File: src/rtl/ifetch_pkg.sv
// Shared definitions for the instruction fetch unit: buffered entry layout,
// default reset PC and instruction size.
package ifetch_pkg;

  localparam logic [31:0] RESET_PC_DEFAULT = 32'h0000_0000;
  localparam int unsigned INSTR_BYTES      = 4;

  typedef struct packed {
    logic [31:0] pc;
    logic [31:0] instr;
  } fetch_entry_t;

  function automatic logic [31:0] word_align(input logic [31:0] addr);
    return {addr[31:2], 2'b00};
  endfunction

endpackage

File: src/rtl/ifetch_if.sv
// Instruction-memory request/response channel plus the decode-side handshake.
// master is the fetch unit, slave is the surrounding memory/decode logic.
interface ifetch_if;

  logic        imem_req_valid;
  logic        imem_req_ready;
  logic [31:0] imem_req_addr;
  logic        imem_rsp_valid;
  logic [31:0] imem_rsp_data;
  logic        id_valid;
  logic        id_ready;
  logic [31:0] id_pc;
  logic [31:0] id_instr;

  modport master (
    output imem_req_valid, imem_req_addr, id_valid, id_pc, id_instr,
    input  imem_req_ready, imem_rsp_valid, imem_rsp_data, id_ready
  );

  modport slave (
    input  imem_req_valid, imem_req_addr, id_valid, id_pc, id_instr,
    output imem_req_ready, imem_rsp_valid, imem_rsp_data, id_ready
  );

endinterface

File: src/rtl/ifetch_fifo.sv
// Synchronous FIFO with flush, occupancy count and head-of-queue output.
// Push and pop in the same cycle both take effect; flush wins over both.
module fetch_fifo #(
  parameter int unsigned WIDTH = 32,
  parameter int unsigned DEPTH = 4
) (
  input  logic                   clk,
  input  logic                   rst,
  input  logic                   flush_i,
  input  logic                   push_i,
  input  logic [WIDTH-1:0]       wdata_i,
  input  logic                   pop_i,
  output logic [$clog2(DEPTH):0] count_o,
  output logic [WIDTH-1:0]       head_o
);

  localparam int unsigned AW   = $clog2(DEPTH);
  localparam logic [AW:0] FULL = (AW+1)'(DEPTH);

  logic [WIDTH-1:0] mem_q [DEPTH];
  logic [AW-1:0]    rd_ptr_q, rd_ptr_d;
  logic [AW-1:0]    wr_ptr_q, wr_ptr_d;
  logic [AW:0]      count_q, count_d;
  logic             do_push, do_pop;

  always_comb begin
    do_pop   = pop_i && (count_q != '0);
    do_push  = push_i && ((count_q != FULL) || do_pop);
    rd_ptr_d = rd_ptr_q;
    wr_ptr_d = wr_ptr_q;
    count_d  = count_q;
    if (flush_i) begin
      rd_ptr_d = '0;
      wr_ptr_d = '0;
      count_d  = '0;
    end else begin
      if (do_pop)  rd_ptr_d = rd_ptr_q + AW'(1);
      if (do_push) wr_ptr_d = wr_ptr_q + AW'(1);
      count_d = count_q + (AW+1)'(do_push) - (AW+1)'(do_pop);
    end
  end

  always_ff @(posedge clk) begin
    if (rst) begin
      rd_ptr_q <= '0;
      wr_ptr_q <= '0;
      count_q  <= '0;
    end else begin
      rd_ptr_q <= rd_ptr_d;
      wr_ptr_q <= wr_ptr_d;
      count_q  <= count_d;
    end
  end

  always_ff @(posedge clk) begin
    if (do_push && !flush_i) mem_q[wr_ptr_q] <= wdata_i;
  end

  assign count_o = count_q;
  assign head_o  = mem_q[rd_ptr_q];

endmodule

File: src/rtl/ifetch.sv
// Instruction fetch unit: owns the fetch PC, issues in-order word fetches,
// pairs responses with their PCs and buffers them for decode; redirects flush.
module ifetch
  import ifetch_pkg::*;
#(
  parameter logic [31:0] RESET_PC = RESET_PC_DEFAULT,
  parameter int unsigned DEPTH    = 4
) (
  input  logic        clk,
  input  logic        rst,
  input  logic        redirect,
  input  logic [31:0] redirect_pc,
  ifetch_if.master    bus
);

  localparam int unsigned CW = $clog2(DEPTH) + 1;

  logic [31:0]  fetch_pc_q, fetch_pc_d;
  logic [CW-1:0] drop_q, drop_d;
  logic [CW-1:0] inflight, occ;
  logic [CW+1:0] used;
  logic          accept, rsp_live, id_pop;
  logic [31:0]   pcq_head;
  fetch_entry_t  ob_wdata, ob_head;

  // Credits cover in-flight, to-be-dropped and buffered entries, so a
  // response always finds room in the output buffer.
  always_comb begin
    used = (CW+2)'(inflight) + (CW+2)'(drop_q) + (CW+2)'(occ);
    bus.imem_req_valid = !rst && !redirect && (used < (CW+2)'(DEPTH));
    bus.imem_req_addr  = fetch_pc_q;
    accept   = bus.imem_req_valid && bus.imem_req_ready;
    rsp_live = bus.imem_rsp_valid && (drop_q == '0) && (inflight != '0) && !redirect;
    id_pop   = bus.id_valid && bus.id_ready;
    ob_wdata = '{pc: pcq_head, instr: bus.imem_rsp_data};
  end

  always_comb begin
    fetch_pc_d = fetch_pc_q;
    if (redirect)    fetch_pc_d = word_align(redirect_pc);
    else if (accept) fetch_pc_d = fetch_pc_q + 32'(INSTR_BYTES);
  end

  // On redirect every outstanding request becomes a response to discard,
  // less the one (stale or live) being consumed this very cycle.
  always_comb begin
    drop_d = drop_q;
    if (redirect) begin
      if (bus.imem_rsp_valid && ((drop_q != '0) || (inflight != '0)))
        drop_d = drop_q + inflight - CW'(1);
      else
        drop_d = drop_q + inflight;
    end else if (bus.imem_rsp_valid && (drop_q != '0)) begin
      drop_d = drop_q - CW'(1);
    end
  end

  always_ff @(posedge clk) begin
    if (rst) begin
      fetch_pc_q <= RESET_PC;
      drop_q     <= '0;
    end else begin
      fetch_pc_q <= fetch_pc_d;
      drop_q     <= drop_d;
    end
  end

  fetch_fifo #(.WIDTH(32), .DEPTH(DEPTH)) u_pc_queue (
    .clk     (clk),
    .rst     (rst),
    .flush_i (redirect),
    .push_i  (accept),
    .wdata_i (fetch_pc_q),
    .pop_i   (rsp_live),
    .count_o (inflight),
    .head_o  (pcq_head)
  );

  fetch_fifo #(.WIDTH($bits(fetch_entry_t)), .DEPTH(DEPTH)) u_out_buf (
    .clk     (clk),
    .rst     (rst),
    .flush_i (redirect),
    .push_i  (rsp_live),
    .wdata_i (ob_wdata),
    .pop_i   (id_pop),
    .count_o (occ),
    .head_o  (ob_head)
  );

  always_comb begin
    bus.id_valid = !rst && (occ != '0);
    bus.id_pc    = ob_head.pc;
    bus.id_instr = ob_head.instr;
  end

  a_rsp_expected: assert property (@(posedge clk) disable iff (rst)
    bus.imem_rsp_valid |-> ((inflight != '0) || (drop_q != '0)));

endmodule

File: src/flat_wrapper.sv
// flat-port wrapper written by rule: the top's interface ports become plain ports
module ifetch_flat import ifetch_pkg::*;
#(
  parameter logic [31:0] RESET_PC = RESET_PC_DEFAULT,
  parameter int unsigned DEPTH    = 4
)
  (clk, rst, redirect, redirect_pc, bus_imem_req_valid, bus_imem_req_addr, bus_id_valid, bus_id_pc, bus_id_instr, bus_imem_req_ready, bus_imem_rsp_valid, bus_imem_rsp_data, bus_id_ready);
  ifetch_if bus_i ();
  input  logic clk;
  input  logic rst;
  input  logic redirect;
  input  logic [31:0] redirect_pc;
  output wire logic [$bits(bus_i.imem_req_valid)-1:0] bus_imem_req_valid;
  output wire logic [$bits(bus_i.imem_req_addr)-1:0] bus_imem_req_addr;
  output wire logic [$bits(bus_i.id_valid)-1:0] bus_id_valid;
  output wire logic [$bits(bus_i.id_pc)-1:0] bus_id_pc;
  output wire logic [$bits(bus_i.id_instr)-1:0] bus_id_instr;
  input wire logic [$bits(bus_i.imem_req_ready)-1:0] bus_imem_req_ready;
  input wire logic [$bits(bus_i.imem_rsp_valid)-1:0] bus_imem_rsp_valid;
  input wire logic [$bits(bus_i.imem_rsp_data)-1:0] bus_imem_rsp_data;
  input wire logic [$bits(bus_i.id_ready)-1:0] bus_id_ready;
  assign bus_imem_req_valid = bus_i.imem_req_valid;
  assign bus_imem_req_addr = bus_i.imem_req_addr;
  assign bus_id_valid = bus_i.id_valid;
  assign bus_id_pc = bus_i.id_pc;
  assign bus_id_instr = bus_i.id_instr;
  assign bus_i.imem_req_ready = bus_imem_req_ready;
  assign bus_i.imem_rsp_valid = bus_imem_rsp_valid;
  assign bus_i.imem_rsp_data = bus_imem_rsp_data;
  assign bus_i.id_ready = bus_id_ready;
  ifetch #(.RESET_PC(RESET_PC), .DEPTH(DEPTH)) u_core (.clk(clk), .rst(rst), .redirect(redirect), .redirect_pc(redirect_pc), .bus(bus_i));
endmodule
File: config.mk
export PLATFORM = sky130hd
export DESIGN_NAME = ifetch_flat
export DESIGN_NICKNAME = d
export VERILOG_FILES = /design/src/rtl/ifetch_pkg.sv /design/src/rtl/ifetch_if.sv /design/src/rtl/ifetch_fifo.sv /design/src/rtl/ifetch.sv /design/src/flat_wrapper.sv
export SDC_FILE = /design/constraint.sdc
export NUM_CORES = 1
export LEC_CHECK = 0
export ABC_AREA = 1
export CORE_ASPECT_RATIO = 1.1
export CORE_MARGIN = 8
export CORE_UTILIZATION = 50
export CTS_CLUSTER_SIZE = 8
export DETAILED_ROUTE_END_ITERATION = 10
export GPL_TIMING_DRIVEN = 0
export PLACE_DENSITY_LB_ADDON = 0.05
export SLEW_MARGIN = 20
export SYNTH_ARGS = -nofsm -noshare
export SYNTH_HDL_FRONTEND = slang
export SYNTH_HIERARCHICAL = 1
export SYNTH_SLANG_ARGS = --single-unit
File: constraint.sdc
create_clock -name clk -period 6.94 [get_ports clk]
set_clock_uncertainty 0.1 [all_clocks]
set_input_delay 1.041 -clock clk [delete_from_list [all_inputs] [get_ports clk]]
set_output_delay 1.041 -clock clk [all_outputs]
set_load 0.02 [all_outputs]
### Word-level counts from Yosys, hierarchy flattened

Memory sizes are Yosys's and may differ from the RTL's. A register that Yosys moved wholly into a read port is not among the register bits.
Index checks and enable logic that the tools add are counted.

* register bits after elaboration: 49
* memory bits (writable): 384
* bits of input ports: 70
* logic and storage cells: 69
* memories kept: 2

Memories
* u_core.u_out_buf.mem_q: words 4, width 64, read ports 1, clocked after Yosys merged registers in 1, wr ports 1, RTL line ifetch_fifo.sv:20 `logic [WIDTH-1:0] mem_q [DEPTH];`
* u_core.u_pc_queue.mem_q: words 4, width 32, read ports 1, clocked after Yosys merged registers in 1, wr ports 1, RTL line ifetch_fifo.sv:20

* add/sub/neg operators: 14
* magnitude comparators: 1
* equality and inequality tests: 2
* muxes and demuxes: 13
* reduce and logical (&&, ||, !) cells: 28

Operators by type and width (number)
* two-way mux 32 bit: 2
* adder 32 x 3 -> 32 bit (second input constant): 1
* logical AND 1 bit: 16
* two-way mux 3 bit: 3
* nonzero test 3 bit: 3
* adder 2 x 1 -> 2 bit (second input constant): 4
* two-way mux 2 bit: 4
* adder 3 x 1 -> 3 bit: 2
* inequality test 3 bit (second input constant): 2
* subtractor 3 x 1 -> 3 bit: 2
* subtractor 3 x 1 -> 3 bit (second input constant): 2
* adder 5 x 3 -> 5 bit: 1
* less-than comparator 5 x 3 -> 1 bit (second input constant): 1
* adder 3 x 3 -> 4 bit: 1
* two-way mux 1 bit: 4
* nonzero test 2 bit: 2
* adder 3 bit: 1
* zero test 3 bit: 1
* logical OR 1 bit: 3
* zero test 1 bit: 2
* OR reduction 2 bit: 1

### Depth between registers and ports, before layout

* depth in word-level cells: 10
* mapped depth: 18
* gate-level depth less buffers: 18

### Hierarchy

Netlist, hierarchy kept.

Modules (own cells, without submodules)
* fetch_fifo (u_core.u_out_buf): instances 1, cells an instance 681, area each 9977.1 um^2, sequential area each 7867.5 um^2
* fetch_fifo (u_core.u_pc_queue): instances 1, cells an instance 371, area each 5262.5 um^2, sequential area each 4023.9 um^2
* ifetch: instances 1, cells an instance 424, area each 2563.7 um^2, sequential area each 660.6 um^2

### Worst setup path before layout

Ideal clock, no wire load.

* path kind: input to register
* start: input port rst
* end: memory u_core/u_out_buf/mem_q[0][0] (netlist name), enable pin
* arrival: 6892 ps
* data required time: 6261 ps
* path slack: -631 ps
* stages: 7
* buffers on the path: 1
* path through: clkbuf_1 > a21oi_1 > and2_1 > nor2_1 > nand2_1 > nand2_1 > nor3b_1

* cells in the longest elaborated chain, start to end: 9

Ends and longest elaborated chain
* from (decl): RTL line flat_wrapper.sv:10 `input logic rst;`
* zero test 1 bit: RTL line ifetch.sv:91 `bus.id_valid = !rst && (occ != '0);`
* logical AND 1 bit: RTL line ifetch.sv:91
* named net bus_id_valid: RTL line flat_wrapper.sv:15 `output wire logic [$bits(bus_i.id_valid)-1:0] bus_id_valid;`
* logical AND 1 bit: RTL line ifetch.sv:34 `id_pop = bus.id_valid && bus.id_ready;`
* named net u_core.id_pop: RTL line ifetch.sv:22 `logic accept, rsp_live, id_pop;`
* logical AND 1 bit: RTL line ifetch_fifo.sv:27 `do_pop = pop_i && (count_q != '0);`
* logical OR 1 bit: RTL line ifetch_fifo.sv:28 `do_push = push_i && ((count_q != FULL) || do_pop);`
* logical AND 1 bit: RTL line ifetch_fifo.sv:28
* logical AND 1 bit: RTL line ifetch_fifo.sv:56 `if (do_push && !flush_i) mem_q[wr_ptr_q] <= wdata_i;`
* two-way mux 1 bit: RTL line ifetch_fifo.sv:56
* two-way mux 1 bit (implied by the code): RTL line ifetch_fifo.sv:56
* to (decl): RTL line ifetch_fifo.sv:20

The timed path passes the listed nets, and every way through them passes these cells.

### Worst setup path in the final report

* start: input port redirect
* end: memory u_core/u_out_buf/mem_q[2][53] (netlist name), enable pin

* cells in the longest elaborated chain, start to end: 6

Ends and longest elaborated chain
* from (decl): RTL line flat_wrapper.sv:11 `input logic redirect;`
* zero test 1 bit: RTL line ifetch.sv:33 `rsp_live = bus.imem_rsp_valid && (drop_q == '0) && (inflight != '0) && !redirect;`
* logical AND 1 bit: RTL line ifetch.sv:33
* named net u_core.rsp_live: RTL line ifetch.sv:22
* logical AND 1 bit: RTL line ifetch_fifo.sv:28
* logical AND 1 bit: RTL line ifetch_fifo.sv:56
* two-way mux 1 bit: RTL line ifetch_fifo.sv:56
* two-way mux 1 bit (implied by the code): RTL line ifetch_fifo.sv:56

The timed path passes the listed nets, and every way through them passes these cells.

==> impl_metrics.toml <==
[die]
die-area_sq_mm = 0.0419
io_pins = 168
die_y_microns = 214
core-area_sq_mm = 0.0351
die_width_microns = 196
initial_core_util_pct = 50.7
rows = 72

[clocking]
htreeDepth = 2
post_cts_buffers = 0
postCtsHoldBufs = 0
post_cts_resized = 0
clk_pin_slew_worst_paths_ns = 0.05
numCtsBuffers = 60
cts-root-buf = "clkbuf_16"
cts_buffer_depth = 3
clock_latency_ns = 0.59
cts.sinks = 435
cts_tree = "done"

[placed_design]
gp_congestion = 0.903
place_inst = 2140
port_buffers = 163
hpwl_microns = 30700
placed_cell_area_sq_mm = 0.0205
dpl_worst_slack_ns = 1.11

[layout]
drive_gt1_share_pct = 10.7
nNetsFinal = 1851
design_area_sq_mm = 0.0222
final_cells = 2240
final_core_util_pct = 63.2
diodes = 0
area_delta_synth_final_pct = 24.6

[worst_setup_path]
crit_path_frequent_cell = "buf_4"
crit_chain = "clkdlybuf4s50_1 > clkbuf_1 > nor3_2 > nand2_1 > nor3b_2 > buf_4 > buf_4 > buf_4 > buf_4 > buf_4"
critPathArrivalTime_ns = 4.93
cpLargestDelayFamily = "buffers and inverters"
worstPathRequired_ns = 7.11
cp_num_buf_inv = 7
critPathMaxFanout = 14
startpoint_type = "primary input"
max_stage_delay_ns = 0.82
cp_slowest_cell = "clkdlybuf4s50_1"
critical_path_class = "primary input to register"
end_kind = "register"

[yosys]
synth_area_sq_mm = 0.0178
yosys.area.top_type = "edfxtp_1"
synth_cells = 1476
synth_top_family_by_area = "simple AND/OR/NAND/NOR gates"
ys_warn_count = 6
synth_xor_area_share_pct = 1.03
synth_simple_gate_area_share_pct = 11.8
yosys_most_used_dff = "edfxtp_1"
synth_fa_ha_area_share_pct = 1.87
synth.most_common_cell = "edfxtp_1"
yosys-top-cells-area = "edfxtp_1 65%, nor2_1 6.3%, dfxtp_1 5.7%"
ys_types = 39
synth_top_area_share_pct = 64.8
synth_compound_area_share_pct = 10.7
synth-edff-count = 384
syn_area_per_cell_sq_um = 12.1
synth_async_sr_flop_share_pct = 0
synth_common_cells = "384 x edfxtp_1, 298 x nor2_1, 146 x nand2_1, 125 x o21ai_0, 96 x o22ai_1"
synth-seq-area-share_pct = 70.5
muxShareOfSynthArea_pct = 0.0562
synth_seq_cells = 435

[sta]
fmax_mhz = 210
final_hold_viol_count = 0
finalCritPeriodShare_pct = 68.6
period_minus_slack_ns = 4.76
tns_ns = 0
rsz0062_at_grt = "no"
maxSlewViolCount = 0
worst_slack_ns = 2.18
relSlewSlack_pct = 46.6
worstMarginPinSlew_ns = 0.801
setup_viol = 0

[routing]
routedWlPerCell_microns = 19.7
num_vias = 12100
finalWirelength_microns = 44200
drtPass1Iterations = 5
routed_via_density = 5.40
drtAntennaViolNets = 0
drt-initial-drc-count = 631
drc = 0

[power_and_ir_drop]
peakVddDrop_mv = 0.171
cellPowerDensity_mw_per_mm2 = 260
p_leak_nw = 7.72

[global_routing]
grt.overflow.total = 0
grt_util_all_layers_pct = 20.8
grt_pass1_vias = 12300
grt_max_degree = 16
antenna_found_initial = 0
grt_pass1_wl_microns = 68500

[run]
drv_cap = 0

[run_status]
status = "finished, final reports clean"

[worst_hold_path]
min_path_type = "register to register"
==> cell type report <==
cell class	instances	area (sq um)
clock inverters	3	47.5
repair buffers	211	2040
plain buffers	74	510
fillers	2762	12900
inverters	55	216
well taps	444	556
flip-flops and latches	435	12600
clock buffers	97	1660
multi-input cells	921	4600
==> logic make-up (layout without fill, tap and decap cells) <==
logic type	count (synthesis)	after routing
XOR/XNOR	21	21
AND/OR/NAND/NOR	515	515
flip-flops	435	435
multiplexers	1	1
other	1	10
AO/OA/AOI/OAI	351	351
adder cells (fa/ha/maj)	23	23
buffers and inverters	129	440
==> metrics by stage <==
| step | total power [mW] | hold slack (ns) |
|---|---|---|
| floorplan | 3.05 | 0.367 |
| global placement | 3.17 | 0.384 |
| detailed placement | 3.18 | 0.394 |
| CTS | 5.82 | 0.406 |
| global route | 5.96 | 0.442 |
| finish | 5.77 | 0.403 |
==> power by group <==
group / internal, mW / leakage (nW) / switching, mW
Combinational: 0.0997 / 3.03 / 0.118
Clock: 1.64 / 0.817 / 1.00
Sequential: 2.87 / 3.87 / 0.0421
Total: 4.61 / 7.72 / 1.16
==> layout by cell type (no fill, tap or decap), types with 10 or more instances in the layout <==
cell and instances:
clkbuf_1 59, o21ai_0 125, edfxtp_1 384, o21ai_1 95, nor2_1 298, buf_6 36
conb_1 10, inv_1 48, xor2_1 15, o22ai_1 96, nand3_1 32, buf_2 15
a21oi_1 32, nand2_1 146, clkdlybuf4s50_1 163, buf_4 45, ha_1 17, clkbuf_16 61
dfxtp_1 51
==> sequential cells by signal, summed over array words and instances, names as in the netlist, named ones only <==
name,flops
u_core/u_out_buf/mem_q,256
u_core/u_pc_queue/mem_q,128
u_core/bus.imem_req_addr,30
u_core/drop_q,3
u_core/u_out_buf/count_o,3
u_core/u_pc_queue/count_o,3
u_core/u_out_buf/rd_ptr_q,2
u_core/u_out_buf/wr_ptr_q,2
u_core/u_pc_queue/rd_ptr_q,2
u_core/u_pc_queue/wr_ptr_q,2
==> worst paths after layout <==
path,end,slack (ns),startpoint,depth (start not counted)
worst max register to register,u_core/u_pc_queue/mem_q[0][29]$_DFFE_PP_,2.44,u_core/u_pc_queue/count_o[1]$_SDFF_PP0_,13
worst min register to register,u_core/u_out_buf/rd_ptr_q[0]$_SDFFE_PP0N_,0.40,u_core/u_out_buf/rd_ptr_q[0]$_SDFFE_PP0N_,2
worst min-delay path,u_core/u_out_buf/rd_ptr_q[0]$_SDFFE_PP0N_,0.40,u_core/u_out_buf/rd_ptr_q[0]$_SDFFE_PP0N_,2
worst max-delay path,u_core/u_out_buf/mem_q[2][53]$_DFFE_PP_,2.18,redirect,10
==> worst min-delay path: stages (launching register included) <==
cell and delay (ns):
dfxtp_1 0.32, nand2_1 0.08, a21oi_1 0.06
==> routing by layer <==
layer	up-vias	GRT usage, %	part of all wire, %	routed length, microns
li1	5838	-	-	-
met2	348	36.4	51	22600
met1	5840	25.8	41	18000
met5	-	0	0	0
met3	65	3.81	6.0	2650
met4	0	6.95	2.2	983
(Power assumes the default switching activity.)
